[src/rtl/dma_pkg.sv]
// Shared types for the Venus DMA: descriptor, error and status records,
// plus the descriptor-sequencer state encoding.
package dma_pkg;

  localparam int DMA_NUM_DESC = 2;

  typedef enum logic [1:0] {
    DMA_ERR_NONE   = 2'd0,
    DMA_AXI_RD_ERR = 2'd1,
    DMA_AXI_WR_ERR = 2'd2,
    DMA_DESC_ERR   = 2'd3
  } dma_err_src_t;

  typedef struct packed {
    logic [31:0] src_addr;
    logic [15:0] num_bytes;
    logic [31:0] dst_addr;
  } s_dma_desc_t;

  typedef struct packed {
    logic         valid;
    logic [31:0]  addr;
    dma_err_src_t src;
  } s_dma_error_t;

  typedef struct packed {
    logic error;
    logic done;
    logic active;
  } s_dma_status_t;

  typedef enum logic [1:0] {
    SCH_IDLE  = 2'd0,
    SCH_ISSUE = 2'd1,
    SCH_WAIT  = 2'd2,
    SCH_DONE  = 2'd3
  } dma_sched_st_t;

endpackage

[src/rtl/dma_desc_pick.sv]
// Find-first eligible slot at or above start_i; start_i may equal NUM_DESC,
// which simply yields found_o=0.
module dma_desc_pick
  import dma_pkg::*;
#(
  parameter int NUM_DESC = DMA_NUM_DESC,
  parameter int IDX_W    = $clog2(NUM_DESC > 1 ? NUM_DESC : 2)
) (
  input  logic [NUM_DESC-1:0] elig_i,
  input  logic [IDX_W:0]      start_i,
  output logic                found_o,
  output logic [IDX_W-1:0]    idx_o
);

  always_comb begin
    found_o = 1'b0;
    idx_o   = '0;
    for (int i = NUM_DESC - 1; i >= 0; i--) begin
      if (elig_i[i] && (i >= int'(start_i))) begin
        found_o = 1'b1;
        idx_o   = IDX_W'(i);
      end
    end
  end

endmodule

[src/rtl/dma_desc_sched.sv]
// Descriptor sequencer: walks enabled, non-empty slots in index order and
// hands them one at a time to the streamer, aggregating status for CSR.
//   state     | meaning
//   SCH_IDLE  | no run since reset
//   SCH_ISSUE | descriptor offered, waiting for strm_ready_i
//   SCH_WAIT  | descriptor accepted, waiting for done/error
//   SCH_DONE  | run finished, status.done sticky until next go
module dma_desc_sched
  import dma_pkg::*;
#(
  parameter int NUM_DESC = DMA_NUM_DESC,
  parameter int IDX_W    = $clog2(NUM_DESC > 1 ? NUM_DESC : 2)
) (
  input  logic                clk,
  input  logic                rst_n,
  input  logic                cfg_go_i,
  input  logic                cfg_abort_i,
  input  s_dma_desc_t         desc_i [NUM_DESC],
  input  logic [NUM_DESC-1:0] desc_en_i,
  output s_dma_desc_t         strm_desc_o,
  output logic                strm_valid_o,
  input  logic                strm_ready_i,
  input  logic                strm_done_i,
  input  s_dma_error_t        strm_err_i,
  output s_dma_status_t       status_o,
  output s_dma_error_t        error_o,
  output logic [IDX_W-1:0]    cur_idx_o,
  output logic                irq_o
);

  dma_sched_st_t       state_q, state_d;
  logic [NUM_DESC-1:0] en_q, en_d;
  s_dma_desc_t         desc_q, desc_d;
  logic                valid_q, valid_d;
  logic [IDX_W-1:0]    idx_q, idx_d;
  s_dma_status_t       status_q, status_d;
  s_dma_error_t        error_q, error_d;
  logic                irq_q, irq_d;

  logic [NUM_DESC-1:0] nz;
  logic [NUM_DESC-1:0] pick_elig;
  logic [IDX_W:0]      pick_start;
  logic                pick_found;
  logic [IDX_W-1:0]    pick_idx;
  logic                idle;

  always_comb begin
    for (int i = 0; i < NUM_DESC; i++) begin
      nz[i] = (desc_i[i].num_bytes != '0);
    end
  end

  // While idle the pick looks at the live enables (the snapshot is being taken
  // this cycle); mid-run it searches the snapshot above the current slot.
  assign idle       = (state_q == SCH_IDLE) || (state_q == SCH_DONE);
  assign pick_elig  = idle ? (desc_en_i & nz) : (en_q & nz);
  assign pick_start = idle ? '0 : ({1'b0, idx_q} + (IDX_W+1)'(1));

  dma_desc_pick #(
    .NUM_DESC (NUM_DESC),
    .IDX_W    (IDX_W)
  ) u_pick (
    .elig_i  (pick_elig),
    .start_i (pick_start),
    .found_o (pick_found),
    .idx_o   (pick_idx)
  );

  always_comb begin
    state_d  = state_q;
    en_d     = en_q;
    desc_d   = desc_q;
    valid_d  = valid_q;
    idx_d    = idx_q;
    status_d = status_q;
    error_d  = error_q;
    irq_d    = 1'b0;

    case (state_q)
      SCH_IDLE, SCH_DONE: begin
        if (cfg_go_i) begin
          en_d            = desc_en_i;
          status_d.done   = 1'b0;
          status_d.error  = 1'b0;
          error_d         = '0;
          if (pick_found) begin
            state_d = SCH_ISSUE;
            idx_d   = pick_idx;
            desc_d  = desc_i[pick_idx];
            valid_d = 1'b1;
          end else begin
            state_d       = SCH_DONE;
            status_d.done = 1'b1;
            irq_d         = 1'b1;
          end
        end
      end
      SCH_ISSUE: begin
        if (strm_ready_i) begin
          state_d = SCH_WAIT;
          valid_d = 1'b0;
        end else if (cfg_abort_i) begin
          state_d       = SCH_DONE;
          valid_d       = 1'b0;
          status_d.done = 1'b1;
          irq_d         = 1'b1;
        end
      end
      SCH_WAIT: begin
        if (strm_err_i.valid) begin
          if (!error_q.valid) begin
            error_d       = strm_err_i;
            error_d.valid = 1'b1;
          end
          status_d.error = 1'b1;
          status_d.done  = 1'b1;
          state_d        = SCH_DONE;
          irq_d          = 1'b1;
        end else if (strm_done_i) begin
          if (cfg_abort_i || !pick_found) begin
            state_d       = SCH_DONE;
            status_d.done = 1'b1;
            irq_d         = 1'b1;
          end else begin
            state_d = SCH_ISSUE;
            idx_d   = pick_idx;
            desc_d  = desc_i[pick_idx];
            valid_d = 1'b1;
          end
        end
      end
      default: state_d = SCH_IDLE;
    endcase

    status_d.active = (state_d == SCH_ISSUE) || (state_d == SCH_WAIT);
  end

  always_ff @(posedge clk or negedge rst_n) begin
    if (!rst_n) begin
      state_q  <= SCH_IDLE;
      en_q     <= '0;
      desc_q   <= '0;
      valid_q  <= 1'b0;
      idx_q    <= '0;
      status_q <= '0;
      error_q  <= '0;
      irq_q    <= 1'b0;
    end else begin
      state_q  <= state_d;
      en_q     <= en_d;
      desc_q   <= desc_d;
      valid_q  <= valid_d;
      idx_q    <= idx_d;
      status_q <= status_d;
      error_q  <= error_d;
      irq_q    <= irq_d;
    end
  end

  assign strm_desc_o  = desc_q;
  assign strm_valid_o = valid_q;
  assign cur_idx_o    = idx_q;
  assign status_o     = status_q;
  assign error_o      = error_q;
  assign irq_o        = irq_q;

endmodule

[config.mk]
export PLATFORM = sky130hd
export DESIGN_NAME = dma_desc_sched
export DESIGN_NICKNAME = d
export VERILOG_FILES = /design/src/rtl/dma_pkg.sv /design/src/rtl/dma_desc_pick.sv /design/src/rtl/dma_desc_sched.sv
export SDC_FILE = /design/constraint.sdc
export NUM_CORES = 1
export LEC_CHECK = 0
export BUFFER_PORTS_ARGS = -buffer_cell sky130_fd_sc_hd__buf_4
export CORE_ASPECT_RATIO = 1.25
export CORE_UTILIZATION = 30
export DETAILED_ROUTE_END_ITERATION = 10
export PLACE_DENSITY_LB_ADDON = 0.08
export SYNTH_ARGS = -nofsm -noshare
export SYNTH_HDL_FRONTEND = slang
export SYNTH_SLANG_ARGS = --single-unit
[constraint.sdc]
create_clock -name clk -period 2.8 [get_ports clk]
set_clock_uncertainty 0.05 [all_clocks]
set_input_delay 0.42 -clock clk [delete_from_list [all_inputs] [get_ports clk]]
set_output_delay 0.42 -clock clk [all_outputs]
set_load 0.03 [all_outputs]
==> impl_results.md <==
* Leak at 5.02 nW
* Clock-pin slew on the worst setup and hold paths at 0.06 ns
* Critical path's most frequent cell: mux2_4
* Global route total overflow at 0
* First-pass GRT wire length at 29400 um
* Clock power share at 15.9%
* Sequential Power Share at 20.6%
* Post-route cell area at 10000 um^2
* Post-synthesis cell area at 6620 um^2
* Via/cell ratio at 4.57
* Wire length per cell at 17.4 um
* Synthesis-to-finish area growth at 51.7%
* Maximum vdd drop at 0.768 mV
* Top-area cell type share of the netlist area at 46.5%
* Post-DP Area at 9400 um^2
* WS Path Type: flip-flop to flip-flop
* Largest net degree at the start of global routing at 71
* Inst Count DP at 1076
* Critical Path RT at 3.05 ns
* Initial antenna violation count at 1
* Fin util at 46.5%
* GRT Overall Usage at 17.2%
* Final wirelength at 19300 um
* Worst setup path start: state_q[0]
* Cell Rows at 60
* Vias in the first global route at 5414
* Crit share post-route at 87.8%
* Main synth FF type: dfrtp_1
* Max-Cap Viols at 0
* CTS root buf: clkbuf_16
* Status: completed
* NumNets Final at 1022
* Hold_sp: desc_en_i[1]
* P_int at 9.09 mW
* Ys Warns at 0
* DIE AREA at 22700 um^2
* Switch share at 39.3%
* Tot Pwr at 15.0 mW
* Clock latency on the worst-skew pair at 0.41 ns
* Multi-input gate area at 3260 um^2
* Detail Route Antenna Nets at 0
* Critical Path Sink Type: flip-flop
* Setup tns final at 0 ns
* WP data arrival at 2.71 ns
* Height of the die at 168 um
* Min Tclk post-route at 2.46 ns
* IO buf count at 323
* Core area at 21600 um^2
* Initial core utilization at 30.6%
* FFs w/ async S/R, synth at 100%
* Slowest stage delay, CP at 0.39 ns
* P_sw at 5.90 mW
* Sink Count at 123
* Synth Instances at 485
* CP max stage cell: dfrtp_1
* Synth top area cells: dfrtp_1 46%, mux2_4 36%, nand2_1 4.3%
* Clk buf depth at 2
* Cts repair resizes at 0
* Fill cell count at 2046
* Die Wd at 135 um
* Final setup fails at 0
* Io pins at 324
* Routability-driven placement congestion ratio at 0.783
* Worst hold slack at 0.199 ns
* Vias at 5078
* Post-Syn Nets at 690
* Place WS at 0.216 ns
* CP max FO at 27
* Most numerous cell in the Yosys netlist: mux2_4
* CTS Buf Count at 17
* CP Launch Type: flip-flop
* Post-synthesis sequential area ratio at 46.5%
* Max-slew headroom at 63.3%
* CTS tree: done
* Worst hold path depth at 2
* Pre-antenna DRT Iters at 4
* Syn Area/Cell at 13.7 um^2
* Leading area contributor after synthesis: dfrtp_1
* Setup ws final at 0.340 ns
* H-tree Lvls at 4
* Power density over cell area at 1490 nW/um^2
* Share of cells above drive strength 1 at 64.9%
* Storage element area at 3080 um^2
* Hold Fails Final Rpt at 0
* Gate power share at 63.5%
* Post-synth EDFFs at 0
* Worst slew pin tran at 0.550 ns
* Reg2Reg Depth at 9
* Max-slew violation count at 0
* RSZ-0062 raised after global routing: no
* DRT iter0 DRCs at 111
* # DRC at 0
* Worst-path cell chain: inv_1 > ha_1 > nand2b_1 > o21ai_1 > buf_4 > o311a_4 > buf_12 > mux2_4 > mux2_4
* Post-DP HPWL at 14600 um
* Register bit total from synthesis at 123
* Number of library cell types mapped by synthesis at 40
* Synth top cells by count: 158 x mux2_4, 123 x dfrtp_1, 75 x nand2_1, 37 x o21ai_0, 10 x clkbuf_1
* Crit Reg-Reg Startpoint: state_q[0]
* Hold Path Class: primary input to flip-flop
* F_max at 407 MHz
* Post-Layout Cell Count at 1110
==> timing repair <==
| action | 4_1_cts | 5_1_grt |
|---|---|---|
| setup buffers | 0 | 0 |
| hold buffers | 1 | 0 |
| hold endpoints to repair | 12 | 0 |
==> kinds of logic (layout without fill, tap and decap cells) <==
logic type,count (synthesis),in the layout,share of synthesized area (%)
muxes,162,162,36.5
AOI/OAI and AO/OA,59,59,5.31
buffers and inverters,37,382,4.72
xor gates and xnor gates,1,1,0.132
and+or+nand+nor,101,101,6.50
adders and majority gates,2,2,0.378
other,0,1,0
DFF,123,123,46.5
==> per-layer routing <==
layer  global-route usage [%]  part of all wire (%)  wire length (um)  up-vias
met5                        0                     0                 0        -
met1                     19.2                    38              7440     2464
met3                     5.60                   8.5              1650       26
met2                     30.3                    51              9910      203
met4                     6.20                   1.8               353        0
li1                         -                     -                 -     2385
==> worst max-delay path: cells and delay by family (launching register included) <==
family | cells | cell delay [ns]
multiplexers | 2 | 0.58
buffers and inverters | 3 | 0.46
flip-flops | 1 | 0.39
AO/OA/AOI/OAI | 2 | 0.38
AND/OR/NAND/NOR | 1 | 0.15
adder cells (fa/ha/maj) | 1 | 0.31
==> area by class of cell <==
class | instances | share of cell area (%)
repair buffers | 343 | 26.9
inverters | 7 | 0.261
diodes | 1 | 0.0249
clock buffers | 19 | 4.41
clock inverters | 13 | 1.91
well taps | 279 | 3.47
flip-flops and latches | 123 | 30.6
multi-input cells | 325 | 32.4
==> flip-flops by register name (all words and copies together) (netlist names) <==
| register | flops |
|---|---|
| status_o | 3 |
| state_q | 2 |
| strm_valid_o | 1 |
| cur_idx_o | 1 |
| strm_desc_o | 80 |
| irq_o | 1 |
| en_q | 1 |
| error_o | 34 |
==> path summary, 6_finish.rpt <==
path | slack [ns] | to
setup / recovery | 0.34 | strm_desc_o[24]
hold / removal | 0.20 | en_q[1]
setup reg to reg | 0.34 | strm_desc_o[24]
hold reg to reg | 0.43 | error_o[24]
max in group asynchronous | 1.54 | error_o[25]
min in group asynchronous | 0.36 | strm_desc_o[9]
==> layout by cell type, fill, tap and decap left out, types with 6 or more instances in the layout <==
| cell type | count |
|---|---|
| mux2_4 | 158 |
| o21ai_0 | 37 |
| nor2_1 | 6 |
| nand2_1 | 75 |
| buf_4 | 332 |
| dfrtp_1 | 123 |
| nor4_1 | 8 |
| clkbuf_16 | 17 |
| buf_12 | 10 |
| inv_1 | 6 |
==> power groups by stage <==
| stage | Clock [mW] | Combinational (mW) | Sequential [mW] |
|---|---|---|---|
| detailed placement | 0 | 9.62 | 3.10 |
| global route | 2.54 | 10.1 | 3.18 |
| floorplan | 0 | 5.73 | 4.49 |
| CTS | 2.46 | 9.62 | 3.09 |
| global placement | 0 | 9.48 | 3.08 |
| finish | 2.39 | 9.52 | 3.08 |
Power figures use the tool's default switching activity.
